==> src/rtl/dmem_word_responder.sv <==
// Big-endian byte-array data memory for word loads and stores.
// Each word access is split into four single-byte beats.
module dmem_word_responder #(
  parameter int DEPTH = 32,
  parameter int AW    = 5
) (
  input  logic          clk,
  input  logic          rst_n,
  input  logic          req_valid,
  output logic          req_ready,
  input  logic          req_write,
  input  logic [AW-1:0] req_addr,
  input  logic [31:0]   req_wdata,
  output logic          rsp_valid,
  input  logic          rsp_ready,
  output logic [31:0]   rsp_rdata,
  output logic          rsp_write,
  input  logic [AW-1:0] dbg_addr,
  output logic [7:0]    dbg_data
);

  typedef enum logic [1:0] {
    IDLE,
    XFER,
    RESP
  } state_t;

  state_t state;
  state_t state_nxt;

  logic [7:0]    mem [DEPTH];
  logic [AW-1:0] addr_q;
  logic          write_q;
  logic [31:0]   wdata_q;
  logic [1:0]    idx_q;
  logic [23:0]   shift_q;

  logic [AW-1:0] baddr;
  logic [7:0]    wbyte;
  logic [7:0]    rbyte;
  logic          accept;
  logic          last;

  // Byte address wraps naturally at AW bits
  assign baddr  = addr_q + {{(AW-2){1'b0}}, idx_q};
  assign rbyte  = mem[baddr];
  assign last   = (idx_q == 2'd3);
  assign accept = req_valid & req_ready;

  assign dbg_data = mem[dbg_addr];

  always_comb begin
    wbyte = 8'h00;
    unique case (idx_q)
      2'd0: wbyte = wdata_q[31:24];
      2'd1: wbyte = wdata_q[23:16];
      2'd2: wbyte = wdata_q[15:8];
      2'd3: wbyte = wdata_q[7:0];
    endcase
  end

  always_comb begin
    state_nxt = state;
    req_ready = 1'b0;
    rsp_valid = 1'b0;
    unique case (state)
      IDLE: begin
        req_ready = 1'b1;
        if (req_valid) state_nxt = XFER;
      end
      XFER: begin
        if (last) state_nxt = RESP;
      end
      RESP: begin
        rsp_valid = 1'b1;
        if (rsp_ready) state_nxt = IDLE;
      end
      default: state_nxt = IDLE;
    endcase
  end

  always_ff @(posedge clk or negedge rst_n) begin
    if (!rst_n) begin
      state     <= IDLE;
      addr_q    <= '0;
      write_q   <= 1'b0;
      wdata_q   <= '0;
      idx_q     <= '0;
      shift_q   <= '0;
      rsp_rdata <= '0;
      rsp_write <= 1'b0;
    end else begin
      state <= state_nxt;
      if (accept) begin
        addr_q  <= req_addr;
        write_q <= req_write;
        wdata_q <= req_wdata;
        idx_q   <= '0;
      end else if (state == XFER) begin
        idx_q <= idx_q + 2'd1;
        if (!write_q) shift_q <= {shift_q[15:0], rbyte};
        if (last) begin
          rsp_rdata <= write_q ? 32'h0 : {shift_q, rbyte};
          rsp_write <= write_q;
        end
      end
    end
  end

  // Array is deliberately not reset; an aborted store keeps its beats
  always_ff @(posedge clk) begin
    if (state == XFER && write_q) mem[baddr] <= wbyte;
  end

endmodule
==> config.mk <==
export PLATFORM = sky130hd
export DESIGN_NAME = dmem_word_responder
export DESIGN_NICKNAME = d
export VERILOG_FILES = /design/src/rtl/dmem_word_responder.sv
export SDC_FILE = /design/constraint.sdc
export NUM_CORES = 1
export LEC_CHECK = 0
export BUFFER_PORTS_ARGS = -buffer_cell sky130_fd_sc_hd__buf_2
export CORE_ASPECT_RATIO = 0.75
export CORE_MARGIN = 8
export CORE_UTILIZATION = 55
export CTS_CLUSTER_SIZE = 25
export DETAILED_ROUTE_END_ITERATION = 10
export PLACE_DENSITY = 0.73
export SLEW_MARGIN = 20
export SYNTH_ARGS = -nofsm -noshare
export SYNTH_HDL_FRONTEND = slang
export SYNTH_SLANG_ARGS = --single-unit
==> constraint.sdc <==
create_clock -name clk -period 3.7 [get_ports clk]
set_clock_uncertainty 0.2 [all_clocks]
set_input_delay 0.37 -clock clk [delete_from_list [all_inputs] [get_ports clk]]
set_output_delay 0.37 -clock clk [all_outputs]
set_load 0.005 [all_outputs]
==> results of run 1 <==
## sequential cells by signal, indices dropped and copies added, names as in the netlist
name	flops
idx_q	2
shift_q	24
wdata_q	32
addr_q	5
rsp_rdata	32
mem	256
write_q	1
rsp_write	1
state	2
## cell usage in the layout, fill, tap and decap left out, types with 3 or more instances in the layout
| master | synthesis | routed |
|---|---|---|
| edfxtp_1 | 256 | 256 |
| dfrtp_1 | 99 | 99 |
| buf_2 | 11 | 87 |
| nand2_1 | 83 | 83 |
| mux4_2 | 80 | 80 |
| mux2i_1 | 88 | 80 |
| buf_4 | 15 | 79 |
| nor2b_1 | 49 | 49 |
| and3_1 | 48 | 48 |
| a2111oi_0 | 48 | 48 |
| dlygate4sd3_1 | 0 | 41 |
| mux2_2 | 37 | 37 |
| nor2_1 | 37 | 37 |
| clkbuf_16 | 0 | 37 |
| a22o_1 | 25 | 25 |
| nor4_1 | 24 | 24 |
| a22oi_1 | 16 | 16 |
| clkbuf_1 | 47 | 13 |
| inv_1 | 12 | 12 |
| o21ai_0 | 12 | 12 |
| o22ai_1 | 12 | 12 |
| a21oi_1 | 11 | 11 |
| a222oi_1 | 8 | 8 |
| o31ai_1 | 8 | 8 |
| o41ai_1 | 8 | 8 |
| buf_12 | 0 | 8 |
| mux2i_2 | 0 | 6 |
| nand2b_1 | 5 | 5 |
| ha_1 | 6 | 5 |
| clkinv_2 | 0 | 5 |
| clkinv_1 | 0 | 4 |
| nand3_1 | 3 | 3 |
| nor3_1 | 3 | 3 |
## cells by family (layout without fill, tap and decap cells)
| logic type | after synthesis | in the layout |
|---|---|---|
| mux | 205 | 205 |
| simple gates | 259 | 259 |
| fa+ha+maj | 7 | 7 |
| buf+inv | 97 | 288 |
| xor+xnor | 4 | 4 |
| flops | 355 | 355 |
| compound gates | 152 | 152 |
## area by class of cell
type                       count  area [µm²]  area share, %
timing repair buffer         215        1600           8.33
clock inverter                11         100          0.521
multi-input combinational    627        5830           30.4
clock buffer                  50         975           5.07
tap                          392         490           2.55
sequential                   355       10200           52.9
inverter                      12        45.0          0.235
## final timing paths
check | start | end | slack [ns] | depth (start not counted)
worst max-delay path | idx_q[0] | shift_q[5] | 0.12 | 8
worst min-delay path | rst_n | wdata_q[7] | 0.22 | 2
worst max register to register | idx_q[0] | shift_q[5] | 0.12 | 8
worst min register to register | shift_q[23] | shift_q[23] | 0.28 | 2
max in group asynchronous | rst_n | shift_q[18] | 2.27 | 3
min in group clk | shift_q[23] | shift_q[23] | 0.28 | 2
## metal layers
metal / up-vias / part of all wire [%] / track usage (%)
met4: 0 / 2.9 / 7.91
met3: 68 / 9.8 / 4.90
li1: 4611 / - / -
met5: - / 0 / 0
met1: 5508 / 42 / 36.2
met2: 520 / 45 / 37.9
## where the power goes
group          leakage, nW  internal (mW)  total [mW]  switching, mW
clock                0.525           1.97        3.43           1.46
combinational         3.23           3.43        9.10           5.68
sequential            3.57           5.85        6.35          0.502
total                 7.32           11.2        18.9           7.64
## critical path: stages, from the launching register on
cell and delay, ns:
dfrtp_1 0.45, ha_4 0.20, fa_2 0.45, xnor2_4 0.69, buf_4 0.35, a2111oi_0 0.09
nor4_1 0.29, o22ai_1 0.24, o41ai_1 0.47
## stage by stage
stage	hold slack (ns)	power, mW
global placement	0.233	15.0
floorplan	-0.126	11.6
global route	0.279	19.6
CTS	0.236	18.7
detailed placement	0.234	15.2
finish	0.223	18.9
==> run metrics, run 1 <==
startpoint types=flop; Synth top area share=47.0%; Synth Area in Adders=0.581%; layout cells sized above 1=27.4%; design area=a little under 20000 µm²; P_leak=7.32 nW; Area contributors post-synth=edfxtp_1, dfrtp_1, mux4_2, mux2i_1, a2111oi_0; Mapped Avg Cell Area=15.2 µm²; outcome=finished clean; HPWL after DPL=29900 µm; Layout Nets=1300; total gr overflow=0; Post-synth EDFFs=256; Die ar.=35600 µm²; Inst Count DP=1560; All-Layer GR Usage=24.9%; DP Worst Slack=~0.31 ns; final setup vio count=0; first-pass GRT wire length=67000 µm; Inserted Clock Buffers=35; end-of-flow core utilization=65.8%; antenna violations before repair=0; antenna viol nets, final=0; minimum clock period=3.58 ns; post-route setup TNS=0 ns; FF+latch count, synth=roughly 360; multiplexer area fraction after synthesis=a little under a fifth; CP Data Arrival Time=3.77 ns; Core ar.=29200 µm²; Area Growth Syn to Fin=17.4%; ys async rst share=27.9%; Max Cap Viol=0; Initial Util=56.0%; top-count cell post-synth=edfxtp_1; clk sinks=355; PostCTS Resize Cnt=0; required time worst endpoint=3.89 ns; Ys Warns=0; simple-gate area share of the yosys netlist=8.05%; maximum level of the CTS H-tree=2; placed cell areas=between 15000 and 20000 µm²; Final WS setup=0.123 ns; Clock Path Buffers=3; power per cell area=983 nW/µm²; Final Cycle Share=96.7%; GPL Wtd Cong=0.944; post-DR wirelength/cell=26.9 µm; root buffer cell=clkbuf_16; Most used DFF post-synth=edfxtp_1; I/O Buffers=89; sequential-to-total area share from yosys stat=62.1%; Crit. End Element=flop; routed vias/inst=roughly 6.4; # hold bufs at CTS=between 40 and 50; vias in the first global route=10600; Cell Area, Synth=roughly 16000 µm²; Setup Buffers After CTS=0; Max-Slew Margin vs Limit=~29%; Layout Cells excl Fill=1662; Clock Latency Late Sink=around 0.52 ns; RSZ-0062 raised after global routing=no; Site Rows=54; Syn Inst Count=about 1100; CP Class=reg -> reg; Commonest cells post-synth=edfxtp_1, dfrtp_1, mux2i_1; drt total wl=44700 µm; CTS tree=built; Worst Hold Class=in -> async; most area-hungry cell type in the Yosys netlist=edfxtp_1; maximum VDD drop=roughly 0.00068 V; DR DRC count=0; final hold vios=0; XOR/XNOR Fraction of Synth Area=0.306%; drt first pass iters=6; Die Ht=165 µm; IO Pins=90; FILL cells=roughly 2100; count of cell types in the netlist=43; number of diodes=0; syn_nets=1133; largest family of logic cells by synthesized area=multiplexers; largest net degree at the start of global routing=65; fmax=280 MHz; compound-cell area share of the yosys netlist=just over 7%; Die W=between 200 and 250 µm; routed via count=10700; Slew @ Worst Pin=1.04 ns; max-slew violation count=0; critical-path maximum fanout=26; Clock Pin Slew Worst Setup and Hold Paths=approximately 0.060 ns; DRT iter0 DRCs=approximately 1500
(Power assumes the default switching activity.)
==> inputs of run 2 (changes only) <==
--- a/config.mk
+++ b/config.mk
@@ -5,6 +5,7 @@
 export SDC_FILE = /design/constraint.sdc
 export NUM_CORES = 1
 export LEC_CHECK = 0
+export ABC_AREA = 1
 export BUFFER_PORTS_ARGS = -buffer_cell sky130_fd_sc_hd__buf_2
 export CORE_ASPECT_RATIO = 0.75
 export CORE_MARGIN = 8
==> run 2 against run 1 <==
Sequential cell count is the same. Cell area grew 6.0%. Register-to-register slack gained 0.35 ns. Clock power grew 6.1%. Global-route usage grew 2.9 points. Fmax grew 11%. Sequential share of layout area shrank 3.0 points. Sequential power shrank 5.8%. Hold slack lost 0.11 ns. Power grew 0.10%.
==> run metrics, run 2 <==
outcome=finished clean; Area contributors post-synth=edfxtp_1, nand2_1, dfrtp_1, o21ai_0, inv_1; Initial Util=55.3%; max-slew violation count=0; most frequent cells in the layout=nand2_1, edfxtp_1, inv_1; Die W=223 µm; # hold bufs at CTS=40; sequential-to-total area share from yosys stat=57.4%; antenna viol nets, final=0; Crit. End Element=flop; DRT iter0 DRCs=2358; CP Data Arrival Time=3.43 ns; routed vias/inst=5.76; PostCTS Resize Cnt=0; top-count cell post-synth=nand2_1; Post-synth EDFFs=roughly 260; biggest regs=mem: 256 flops, rsp_rdata: 32 flops, wdata_q: 32 flops; Most used DFF post-synth=edfxtp_1; maximum level of the CTS H-tree=2; Commonest cells post-synth=nand2_1, edfxtp_1, inv_1; CTS tree=built; vias in the first global route=about 15000; Setup Buffers After CTS=0; maximum VDD drop=0.000683 V; Setup crit end=rsp_rdata[9]; WL met1=22100 µm; post-route setup TNS=0 ns; Core ar.=32000 µm²; required time worst endpoint=3.90 ns; final setup vio count=0; IO Pins=90; DR DRC count=0; most area-hungry cell type in the Yosys netlist=edfxtp_1; Largest register FFs=256; final hold vios=0; routed via count=15500; I/O Buffers=89; most flop-heavy register=mem; Synth top area share=43.4%; Critical Path Source=idx_q[1]; antenna violations before repair=2; first-pass GRT wire length=83000 µm; Max Used Layer=met5; Max Cap Viol=0; Worst Hold Class=in -> async; Hold WS=0.113 ns; ys async rst share=between 20% and 30%; Syn Inst Count=2134; largest net degree at the start of global routing=132; Max-Slew Margin vs Limit=35.1%; FILL cells=2610; layout cells sized above 1=9.96%; CP Class=reg -> reg; root buffer cell=clkbuf_16; DP Worst Slack=around 0.6 ns; metal2 WL=23400 µm; Final Cycle Share=between 80% and 90%; count of cell types in the netlist=24; Clock Pin Slew Worst Setup and Hold Paths=0.06 ns; Final WS setup=approximately 0.47 ns; syn_nets=~2200; Ys Warns=0; Met3 Routed Length=6670 µm; Cell Area, Synth=17700 µm²; Die ar.=38300 µm²; Site Rows=57; Area Growth Syn to Fin=14.9%; GPL Wtd Cong=about 0.94; worst r2r src=idx_q[1]; post-DR wirelength/cell=about 20 µm; power per cell area=929 nW/µm²; worst reg2reg path depth=5; Slew @ Worst Pin=0.967 ns; critical-path maximum fanout=33; drt total wl=53900 µm; startpoint types=flop; commonest non-fill, non-tap cell in the layout=nand2_1; total gr overflow=0; reg-to-reg slack, setup=0.47 ns; Clock Path Buffers=3; Layout Nets=2297; All-Layer GR Usage=27.9%; RSZ-0062 raised after global routing=no; Clock Latency Late Sink=0.54 ns; Inserted Clock Buffers=37; Die Ht=around 170 µm; P_leak=9.55 nW; clk sinks=355; number of diodes=0; drt first pass iters=8; HPWL after DPL=around 35000 µm; Mapped Avg Cell Area=8.30 µm²; fmax=310 MHz; reg-to-reg endpoint=rsp_rdata[9]; minimum clock period=3.23 ns; FF+latch count, synth=355
==> run 2: cell count changes in the layout (fill, tap and decap cells not counted), sizes merged, moves of 49 or more <==
cell / change
o21ai: +175
nand3: +121
mux2i: -88
inv: +219
nor2b: -49
a21oi: +82
mux4: -80
nand2: +817
==> run 2: cell type report <==
type | count | area, µm² | area share (%)
Clock buffer | 46 | 1010 | 4.97
Clock inverter | 20 | 154 | 0.756
Inverter | 231 | 867 | 4.26
Multi-Input combinational cell | 1427 | 6240 | 30.6
Sequential cell | 355 | 10200 | 50.0
Tap cell | 413 | 517 | 2.54
Timing Repair Buffer | 191 | 1400 | 6.87
==> run 2: cells by family after synthesis <==
group	after synthesis	share of synthesized area, %
xor+xnor	1	0.0918
simple gates	1085	24.0
buf+inv	352	7.77
compound gates	334	10.3
flops	355	57.4
fa+ha+maj	7	0.537
==> run 2: per-layer routing <==
| layer | vias up | track usage (%) |
|---|---|---|
| li1 | 7100 | - |
| met2 | 954 | 41.5 |
| met3 | 137 | 6.39 |
| met1 | 7261 | 39.7 |
| met4 | 2 | 10.1 |
| met5 | - | 0 |
==> run 2: report_power, final <==
group | internal [mW] | switching [mW] | leakage (nW) | total, mW
clock network | 2.09 | 1.55 | 0.579 | 3.64
logic | 2.39 | 6.89 | 5.37 | 9.28
registers | 5.62 | 0.360 | 3.60 | 5.98
==> run 2: metrics by stage <==
step | area, µm² | instances | util [%] | total power, mW
global placement | 18800 | 2576 | 58.6 | 14.9
global route | 20300 | 2683 | 63.5 | 19.9
CTS | 20300 | 2682 | 63.5 | 18.6
finish | 20300 | 2683 | 63.5 | 18.9
floorplan | 17700 | 2134 | - | 11.5
detailed placement | 18800 | 2576 | 58.6 | 15.0
==> run 2: worst max-delay path, stage by stage (launching register included) <==
cell and delay [ns]:
dfrtp_1 0.44, ha_1 0.52, inv_1 0.38, nor2_1 0.25, clkinv_1 0.78, a32o_1 0.53
==> run 2: worst min path at each step <==
stage / end / cells past startpoint
floorplan: addr_q[0] / 0
global placement: shift_q[8] / 2
detailed placement: shift_q[14] / 2
CTS: wdata_q[5] / 5
global route: rsp_rdata[28] / 2
finish: rsp_rdata[13] / 2
